## src/rtl/tdc_pkg.sv

```systemverilog
// tdc_pkg: shared TDC timestamp widths, divisor default and splitter FSM states.
package tdc_pkg;

    localparam int DEF_TS_W    = 37;
    localparam int DEF_INT_W   = 11;
    localparam int DEF_FRAC_W  = 11;
    localparam int DEF_DIVISOR = 50;

    typedef enum logic [1:0] {
        IDLE = 2'd0,
        DIV  = 2'd1,
        DONE = 2'd2
    } tdc_state_e;

endpackage

```

## src/rtl/ts_split_x50.sv

```systemverilog
// ts_split_x50: splits a timestamp into coarse (quotient) and fine (remainder) counts
// with a bit-serial restoring divider, one quotient bit per cycle.
module ts_split_x50
    import tdc_pkg::*;
#(
    parameter int TS_W    = DEF_TS_W,
    parameter int INT_W   = DEF_INT_W,
    parameter int FRAC_W  = DEF_FRAC_W,
    parameter int DIVISOR = DEF_DIVISOR
) (
    input  logic              clk,
    input  logic              rst,
    input  logic [TS_W-1:0]   ts_data,
    input  logic              start,
    output logic              busy,
    output logic [INT_W-1:0]  int_data,
    output logic [FRAC_W-1:0] frac_data,
    output logic              ovf,
    output logic              out_dval,
    output logic              drop
);

    localparam int REM_W = $clog2(2 * DIVISOR);
    localparam int CNT_W = $clog2(TS_W);
    localparam logic [REM_W-1:0] DIV_C   = REM_W'(DIVISOR);
    localparam logic [INT_W-1:0] INT_SAT = '1;

    tdc_state_e         r_state;
    logic [TS_W-1:0]    r_ts;
    logic [TS_W-1:0]    r_quo;
    logic [REM_W-1:0]   r_rem;
    logic [CNT_W-1:0]   r_cnt;

    logic [REM_W-1:0]   w_shift;
    logic               w_ge;
    logic               w_ovf;

    // Stored remainder is always < DIVISOR, so its top bit is free for the shift.
    assign w_shift = {r_rem[REM_W-2:0], r_ts[TS_W-1]};
    assign w_ge    = w_shift >= DIV_C;
    assign w_ovf   = |r_quo[TS_W-1:INT_W];
    assign busy    = r_state != IDLE;

    always_ff @(posedge clk or negedge rst) begin
        if (!rst) begin
            r_state   <= IDLE;
            r_ts      <= '0;
            r_quo     <= '0;
            r_rem     <= '0;
            r_cnt     <= '0;
            int_data  <= '0;
            frac_data <= '0;
            ovf       <= 1'b0;
            out_dval  <= 1'b0;
            drop      <= 1'b0;
        end else begin
            out_dval <= 1'b0;
            drop     <= start && busy;
            case (r_state)
                IDLE: begin
                    if (start) begin
                        r_ts    <= ts_data;
                        r_quo   <= '0;
                        r_rem   <= '0;
                        r_cnt   <= CNT_W'(TS_W - 1);
                        r_state <= DIV;
                    end
                end
                DIV: begin
                    r_ts  <= {r_ts[TS_W-2:0], 1'b0};
                    r_rem <= w_ge ? w_shift - DIV_C : w_shift;
                    r_quo <= {r_quo[TS_W-2:0], w_ge};
                    r_cnt <= r_cnt - 1'b1;
                    if (r_cnt == '0)
                        r_state <= DONE;
                end
                DONE: begin
                    int_data  <= w_ovf ? INT_SAT : r_quo[INT_W-1:0];
                    frac_data <= FRAC_W'(r_rem);
                    ovf       <= w_ovf;
                    out_dval  <= 1'b1;
                    r_state   <= IDLE;
                end
                default: r_state <= IDLE;
            endcase
        end
    end

endmodule
```

## config.mk

```make
export PLATFORM = sky130hd
export DESIGN_NAME = ts_split_x50
export DESIGN_NICKNAME = d
export VERILOG_FILES = /design/src/rtl/tdc_pkg.sv /design/src/rtl/ts_split_x50.sv
export SDC_FILE = /design/constraint.sdc
export NUM_CORES = 1
export LEC_CHECK = 0
export ABC_AREA = 1
export ABC_CLOCK_PERIOD_IN_PS = 1300
export CORE_ASPECT_RATIO = 0.9
export CORE_MARGIN = 3
export CORE_UTILIZATION = 48
export CTS_CLUSTER_SIZE = 28
export DETAILED_ROUTE_END_ITERATION = 10
export PLACE_DENSITY = 0.74
export SETUP_SLACK_MARGIN = 0.3
export SYNTH_ARGS = -nofsm -noshare
export SYNTH_HDL_FRONTEND = slang
export SYNTH_SLANG_ARGS = --single-unit
export TNS_END_PERCENT = 5
```

## constraint.sdc

```tcl
create_clock -name clk -period 1.3 [get_ports clk]
set_clock_uncertainty 0.05 [all_clocks]
set_input_delay 0.26 -clock clk [delete_from_list [all_inputs] [get_ports clk]]
set_output_delay 0.26 -clock clk [all_outputs]
set_load 0.005 [all_outputs]
```

==> flow_metrics.py, run 1 <==
metrics = {
    "status": {
        "outcome": "finished, violations left",
        "violations": "setup timing",
    },
    "grt": {
        "globalRouteTotalUtil_pct": 18.2,
        "antenna_found_initial": 0,
        "global_route.overflow_total": 0,
        "grt_start_max_net_pins": 73,
        "grt_pass1_vias": 3613,
        "grt_first_pass_wirelength_um": 16600,
    },
    "die": {
        "initial_core_util_pct": 50.9,
        "die_h_um": 101,
        "fp.dieW_um": 111,
        "io_pins": 66,
        "coreArea_um2": 9370,
        "dieArea_um2": 11200,
        "num_rows": 33,
    },
    "finish": {
        "drive_above_1_share_pct": 22.1,
        "area_growth_pct": 24.4,
        "multiInputGateArea_um2": 1700,
        "n_antenna_cell": 0,
        "flip_flop_and_latch_area_um2": 2750,
        "fill_cells": 758,
        "nets": 622,
    },
    "timing": {
        "grt_setup_unrepaired": "yes",
        "setup_viol": 90,
        "portion_of_the_clock_cycle_consumed_by_the_worst_path_in_the_final_layout_pct": 110,
        "final_period_minus_worst_setup_slack_ps": 1430,
        "setup_slack_ps": -129,
        "hold_violations": 0,
        "maximum_clock_frequency_ghz": 0.700,
        "finalMaxSlewViolations": 0,
        "worst_hold_slack_ps": 389,
    },
    "synthesis": {
        "postSynth.asyncResetShare_pct": 100,
        "ys.flop_type": "dfrtp_1",
        "synthMostInstantiatedCell": "nand2_1",
        "synthesized_cell_area_um2": 4770,
        "adder_cell_fraction_of_synth_area_pct": 0.787,
        "yosys.cell_types.count": 31,
        "post_synthesis_simple_gate_area_fraction_pct": 16.1,
        "synth_edf_count": 0,
        "sequential_fraction_of_the_synthesis_area_pct": 57.7,
        "synth_common_cells": "139 x nand2_1, 110 x dfrtp_1, 57 x inv_1, 21 x nor2_1",
        "netlist.area_leader.share_pct": 57.7,
        "synth_xor_xnor_area_share_pct": 0.551,
        "synth_top_cell_by_area": "dfrtp_1",
        "synth_mux_area_share_pct": 0,
        "synth_top_family_by_area": "simple AND/OR/NAND/NOR gates",
        "synthesis.instances": 495,
        "synth_compound_area_share_pct": 15.6,
        "synth.top_cells.by_area": "dfrtp_1 58%, nand2_1 11%, o22ai_2 5.2%",
        "synth.avg_cell_area_um2": 9.64,
        "synth_seq_cells": 110,
        "synthesis.yosys.warnings": 0,
    },
    "critical_path": {
        "worst-path-max-fanout": 3,
        "crit_path_end_kind": "output pin",
        "critical_path.startpoint": "r_state[0]$_DFFE_PN0P_",
        "rr_startpoint": "r_state[0]$_DFFE_PN0P_",
        "criticalPathCategory": "reg -> out",
        "critical_path.startpoint_type": "flop",
        "cp.required_ps": 990,
        "worstPathArrival_ps": 1120,
        "reg2regPathDepth": 7,
    },
    "route": {
        "drc": 0,
        "route.final.wire_length_um": 9830,
        "drt-initial-drc-count": 243,
        "avgRoutedWirePerCell_um": 13.9,
        "detailroute.via_count": 3614,
        "vias_per_cell": 5.13,
        "first_pass_iters": 4,
        "antenna_left": 0,
    },
    "pwr": {
        "design_power_total_mw": 13.5,
        "total_leakage_power_nw": 2.70,
        "cellPowerDensity_nw_per_um2": 2280,
        "ir_drop_mv": 0.986,
    },
    "cts": {
        "tritoncts_clock_tree": "built",
        "htree_levels": 3,
        "worst_skew_pair_latency_ps": 360,
        "numCtsBuffers": 9,
        "root_buffer": "clkbuf_8",
        "cts.sink_count": 110,
        "cts.reportedPaths.clkPinSlew_ps": 90,
        "cts_max_path_buffers": 2,
    },
    "place": {
        "hpwl_um": 6690,
        "place.gp.congestion": 0.788,
        "place.port_buffers": 61,
    },
    "min_path": {
        "hold_class": "in -> async",
    },
    "run": {
        "max_cap_violations": 0,
    },
}
[layout make-up]
class	count	share of cell area (%)
clock buffers	11	2.21
repair buffers	99	14.9
inverters	62	4.13
flip-flops and latches	110	46.4
multi-input cells	297	28.6
clock inverters	4	1.22
well taps	122	2.57
[routing by layer]
layer	track usage [%]	routed length [um]	up-vias
met1	23.4	4440	1786
li1	-	-	1771
met3	4.62	326	4
met5	0	0	-
met4	5.43	68	0
met2	30.9	4990	53
[cells by family (layout without fill, tap and decap cells)]
logic type      after synthesis  count (layout)
buf+inv                      91             176
fa+ha+maj                     3               3
flops                       110             110
other cells                   1               4
compound gates               98              98
simple gates                189             189
xor+xnor                      3               3
[metrics by stage]
stage	setup WS [ps]	TNS, ps	area [um^2]	util, %	std cells
floorplan	31.3	0	4810	-	498
global placement	-277	-18560	5630	60.1	679
detailed placement	-319	-20970	5630	60.1	679
CTS	-138	-3340	5820	62.1	701
global route	-186	-11180	5940	63.3	705
finish	-129	-3620	5940	63.3	705
[flip-flops by register name, indices dropped and copies added, names as in the netlist]
register and count:
r_cnt 6, r_rem 7, r_ts 37, frac_data 7
int_data 11, r_quo 37, out_dval 1, drop 1
ovf 1, r_state 2
[cell usage in the layout (no fill, tap or decap), types with 4 or more instances in the layout]
master	count
nand4_1	5
inv_2	5
o22ai_1	19
clkdlybuf4s50_1	38
nand2_2	12
o211ai_1	9
conb_1	4
dfrtp_1	110
a22oi_1	15
inv_1	54
buf_2	22
buf_6	9
nor2_1	20
nand3_1	16
o21ai_1	22
o22ai_2	20
buf_4	24
a22oi_2	5
clkbuf_8	9
nand2_1	128
buf_12	5
[path summary, 6_finish.rpt]
check	endpoint	slack, ps
max	busy	-130
min	r_ts[21]$_DFFE_PN0P_	390
max reg2reg	int_data[9]$_DFFE_PN0P_	-130
min reg2reg	frac_data[6]$_DFFE_PN0P_	430
max in group asynchronous	int_data[10]$_DFFE_PN0P_	400
min in group clk	r_ts[14]$_DFFE_PN0P_	400
[power breakdown]
part | internal, mW | switching (mW) | total, mW
clock network | 1.07 | 1.07 | 2.14
registers | 4.74 | 0.708 | 5.45
logic | 2.54 | 3.41 | 5.94
[timing repair]
action,4_1_cts,5_1_grt
hold buffers,1,0
resized for setup,98,36
setup endpoints to repair,131,131
cloned,0,0
pin swaps,5,10
buffers inserted,6,4
hold endpoints to repair,110,0
[critical path, stage by stage (launching register included)]
cell and delay [ps]:
dfrtp_1 430, nor2_4 160, inv_1 50, buf_2 120
(Power assumes the default switching activity.)
==> inputs of run 2 (changes only) <==
- GPL_TIMING_DRIVEN: not set -> 1
- SLEW_MARGIN: not set -> 20
==> results of run 2 <==
Same layout as run 1: the final DEF is identical, and so are final timing and power.
==> inputs of run 3 (changes only) <==
- PLACE_DENSITY: 0.74 -> 0.79
==> run 3 against run 2 <==
  * The run still ends with setup timing left
  * Maximum frequency is 0.95% higher
  * Sequential power hardly changed
  * Wire length is 6.2% higher
  * Sequential share of layout area is 1.4 points lower
  * Largest cell class unchanged
==> flow_metrics.py, run 3 (synthesized netlist as in run 1, its figures left out) <==
metrics = {
    "status": {
        "outcome": "finished, violations left",
        "violations": "setup timing",
    },
    "pwr": {
        "total_leakage_power_nw": 2.78,
        "cellPowerDensity_nw_per_um2": 2290,
        "ir_drop_mv": 1.00,
    },
    "finish": {
        "area_growth_pct": 28.3,
        "n_antenna_cell": 0,
        "drive_above_1_share_pct": 25.1,
        "nets": 628,
        "final_common_cell": "nand2_1",
        "finish.instance_area_um2": 6120,
        "fill_cells": 693,
        "most-common-layout-cells": "127 x nand2_1, 110 x dfrtp_1, 53 x inv_1",
        "reg_top3": "r_quo x37, r_ts x37, int_data x11",
    },
    "run": {
        "max_cap_violations": 0,
    },
    "die": {
        "num_rows": 33,
        "die_h_um": 101,
        "io_pins": 66,
        "coreArea_um2": 9370,
        "dieArea_um2": 11200,
        "initial_core_util_pct": 50.9,
        "fp.dieW_um": 111,
    },
    "critical_path": {
        "criticalPathCategory": "reg -> out",
        "worstPathArrival_ps": 1110,
        "cp.required_ps": 990,
        "critical_path.startpoint_type": "flop",
        "crit_path_end_kind": "output pin",
        "worst-path-max-fanout": 2,
    },
    "grt": {
        "grt_start_max_net_pins": 48,
        "grt_pass1_vias": 3749,
        "antenna_found_initial": 0,
        "grt_first_pass_wirelength_um": 17400,
        "global_route.overflow_total": 0,
        "globalRouteTotalUtil_pct": 18.9,
    },
    "cts": {
        "worst_skew_pair_latency_ps": 370,
        "root_buffer": "clkbuf_8",
        "cts.reportedPaths.clkPinSlew_ps": 110,
        "cts_max_path_buffers": 2,
        "tritoncts_clock_tree": "built",
        "htree_levels": 3,
        "numCtsBuffers": 9,
        "cts.sink_count": 110,
    },
    "place": {
        "place.port_buffers": 61,
        "hpwl_um": 7020,
        "dpl-instance-area_um2": 5700,
        "place.gp.congestion": 0.806,
    },
    "timing": {
        "portion_of_the_clock_cycle_consumed_by_the_worst_path_in_the_final_layout_pct": 109,
        "totalNegativeSetupSlack_ps": -4080,
        "grt_setup_unrepaired": "yes",
        "maximum_clock_frequency_ghz": 0.706,
        "hold_violations": 0,
        "final_period_minus_worst_setup_slack_ps": 1420,
        "setup_slack_ps": -116,
        "setup_viol": 98,
        "finalMaxSlewViolations": 0,
    },
    "route": {
        "avgRoutedWirePerCell_um": 14.7,
        "route.met3.wl_um": 427,
        "detailroute.wirelength.met2_um": 5290,
        "first_pass_iters": 4,
        "top_layer": "met4",
        "route.final.wire_length_um": 10400,
        "vias_per_cell": 5.26,
        "drc": 0,
        "drt-initial-drc-count": 162,
        "met1_length_um": 4540,
        "detailroute.via_count": 3742,
        "antenna_left": 0,
    },
    "min_path": {
        "hold_class": "in -> async",
    },
}
run 3: critical path, cell delays in order (launching register included):
cell	delay, ps
dfrtp_1	430
nor2_4	150
inv_2	50
buf_6	110
run 3: layout make-up:
| cell class | count | area, um^2 | share of cell area (%) |
|---|---|---|---|
| well taps | 122 | 153 | 2.50 |
| inverters | 62 | 258 | 4.21 |
| clock buffers | 9 | 124 | 2.02 |
| flip-flops and latches | 110 | 2750 | 45.0 |
| repair buffers | 105 | 987 | 16.1 |
| multi-input cells | 297 | 1780 | 29.1 |
| clock inverters | 7 | 62.6 | 1.02 |
run 3: metal layers:
metal / track usage [%] / vias up
li1: - / 1795
met5: 0 / -
met3: 4.44 / 15
met4: 5.05 / 0
met2: 32.5 / 86
met1: 24.4 / 1846
run 3: final timing paths:
check | end | cells past startpoint | start | slack [ps]
min | r_ts[1]$_DFFE_PN0P_ | 2 | rst | 210
max | busy | 3 | r_state[1]$_DFFE_PN0P_ | -120
max in group asynchronous | r_quo[33]$_DFFE_PN0P_ | 3 | rst | 400
max reg2reg | int_data[8]$_DFFE_PN0P_ | 7 | r_state[0]$_DFFE_PN0P_ | -110
min reg2reg | r_cnt[4]$_DFFE_PN0P_ | 1 | r_cnt[4]$_DFFE_PN0P_ | 440
min in group clk | r_ts[11]$_DFFE_PN0P_ | 3 | ts_data[11] | 400
run 3: power by group:
part           switching (mW)  internal [mW]  leakage [nW]
Combinational            3.67           2.91          1.34
Clock                    1.22          0.738        0.0927
Sequential              0.722           4.74          1.35
Total                    5.60           8.40          2.78
run 3: repair_timing:
action,in CTS,in global routing
endpoints found under the hold margin,83,0
setup buffers,8,0
resized for setup,87,65
pin swaps,2,10
hold buffers,1,0
gates cloned,0,3
setup endpoints to repair,130,131
run 3: metrics by stage:
step	hold slack, ps	utilization [%]	cells	total power [mW]	setup slack, ps
CTS	205	63.4	709	13.6	-135
detailed placement	68.1	60.9	684	11.5	-314
finish	213	65.3	712	14.0	-116
global placement	67.1	60.9	684	11.1	-255
global route	212	65.3	712	15.0	-173
floorplan	-85.6	-	498	9.62	31.3
==> patch, RTL diff (settings of run 1) <==
`DEF_FRAC_W`: 11 -> 13.
--- a/src/rtl/tdc_pkg.sv
+++ b/src/rtl/tdc_pkg.sv
@@ -5,3 +5,3 @@
     localparam int DEF_INT_W   = 11;
-    localparam int DEF_FRAC_W  = 11;
+    localparam int DEF_FRAC_W  = 13;
     localparam int DEF_DIVISOR = 50;
Ports: changed (resized frac_data); port bits go from 66 to 68. The function was not compared with the original's and may differ.
==> patch against run 1 <==
Setup slack got worse by 21 ps. Cell area increased by 4.2%. Wire length increased by 8.1%. Sequential cell count unchanged. First-iteration DRC count decreased by 18%. Power increased by 4.0%. Via count increased by 2.6%. The run still ends with setup timing left. Area after synthesis increased by 0.31%.
==> patch: results (changes against run 1) <==
stage,metric,value,unit,change
status,violations,setup timing,,unchanged
synthesis,yosysSeqAreaShare,0.575,,was 0.577
worst_setup_path,crit_slowest_cell,dfrtp_1,,unchanged
worst_setup_path,critPathLaunch,r_state[1]$_DFFE_PN0P_,,was r_state[0]$_DFFE_PN0P_
worst_setup_path,r2r_setup_slack,-150,ps,was -130 ps
drt,vias,3707,,"was 3,614"
synthesis,yosysWarnings,0,,unchanged
synthesis,synthXorXnorAreaFrac,0.00549,,was 0.00551
sta,setup_ws,-150,ps,was -129 ps
worst_setup_path,ff2ff_path_depth,8,,was 7
worst_setup_path,crit_fanout,13,,was 3
drt,firstDrtPassIters,4,,unchanged
clock_tree,cts_buffers,9,,unchanged
synthesis,avgSynthCellArea,9.63,sq um,was 9.64 sq um
clock_tree,path_clk_slew,100,ps,
synthesis,synthMuxAreaShare,0,,unchanged
synthesis,yosys-top-cells-count,"nand2_1, dfrtp_1, inv_1, nor2_1",,unchanged
cells_and_area,drive_gt1_frac,0.241,,was 0.221
grt,grt_use_total,0.195,,was 0.182
place,placed_cell_area,5700,sq um,was 5630 sq um
place,dpl.hpwl,6910,um,was 6690 um
clock_tree,worstSkewPairLatency,370,ps,
drt,wl_per_cell,14.8,um,was 13.9 um
cells_and_area,final_cells,716,,was 705
clock_tree,clockBufferDepth,2,,unchanged
clock_tree,htree_levels,3,,unchanged
clock_tree,ctsRootBufferMaster,clkbuf_8,,unchanged
cells_and_area,antenna_cells,0,,unchanged
grt,grt_pass1_wl,17800,um,"was 16,600 um"
synthesis,ys_async_sr_fraction,1.00,,unchanged
grt,antenna_found_initial,0,,unchanged
worst_setup_path,cp.arrival,1650,ps,was 1120 ps
power_and_ir_drop,vdd_drop_max,0.00106,V,was 0.000986 V
sta,holdWs,282,ps,was 389 ps
place,dp_slack,-331,ps,was -319 ps
cells_and_area,reg.largest.list,"r_quo x37, r_ts x37, int_data x11",,unchanged
synthesis,synthAdderAreaFrac,0.00785,,was 0.00787
place,dp.cells,681,,was 679
drt,drt_iter0_markers,200,,was 243
sta,setup_viol,108,,was 90
synthesis,yosys-top-cells-area,"dfrtp_1, nand2_1, o22ai_2",,unchanged
synthesis,ys.flop_type,dfrtp_1,,unchanged
worst_hold_path,min_path_type,in -> async,,unchanged
synthesis,synth-compound-area-share,0.156,,about the same
status,status,finished with violations,,unchanged
worst_setup_path,cp-start-kind,register,,unchanged
place,globalplace.congestion,0.813,,was 0.788
cells_and_area,num-nets-final,632,,was 622
grt,grt_max_degree,37,,was 73
synthesis,synthDistinctLibCells,31,,unchanged
worst_setup_path,crit_path_end,r_ts[32]$_DFFE_PN0P_,,was busy
place,port_buffers,61,,unchanged
worst_setup_path,slowest_delay,420,ps,
worst_setup_path,crit_family,buffers and inverters,,was flip-flops
power_and_ir_drop,leakagePower,2.81,nW,was 2.70 nW
[patch: cell count changes after synthesis, sizes merged]
cell	before	now
buf	29	31
[patch: layout make-up]
class                           count  area (sq um)
Tap cell                          122           153
Sequential cell                   110          2750
Clock buffer                       10           138
Inverter                           62           268
Fill cell                         755          3230
Multi-Input combinational cell    299          1770
Clock inverter                      6          46.3
Timing Repair Buffer              107          1060
[patch: where the power goes]
part / internal (W) / total [W] / switching (W)
Clock: 0.000760 / 0.00193 / 0.00117
Sequential: 0.00474 / 0.00547 / 0.000730
Combinational: 0.00303 / 0.00668 / 0.00364
Total: 0.00854 / 0.0141 / 0.00554
[patch: through the flow]
step	util	TNS, ps
after floorplan	-	0
after global placement	0.605	-19260
after detailed placement	0.605	-20610
after CTS	0.647	-6200
after global routing	0.657	-13830
final	0.657	-6280
[patch: cell families after synthesis]
group	after synthesis
adders and majority gates	3
AOI/OAI and AO/OA	98
other	1
buffers and inverters	93
and+or+nand+nor	189
xor gates and xnor gates	3
DFF	110
[patch: metal layers]
layer / wire length, um / part of all wire / track usage / vias up
li1: - / - / - / 1812
met1: 4670 / 0.44 / 0.258 / 1813
met2: 5500 / 0.52 / 0.338 / 77
met3: 378 / 0.036 / 0.0342 / 5
met4: 75 / 0.0071 / 0.0505 / 0
met5: 0 / 0 / 0 / -
[patch: what timing repair did]
action,4_1_cts,5_1_grt
endpoints found under the setup margin,130,131
hold buffers,1,0
resized for setup,120,26
gates cloned,3,1
pin swaps,7,6
buffers inserted,13,1
endpoints found under the hold margin,18,0
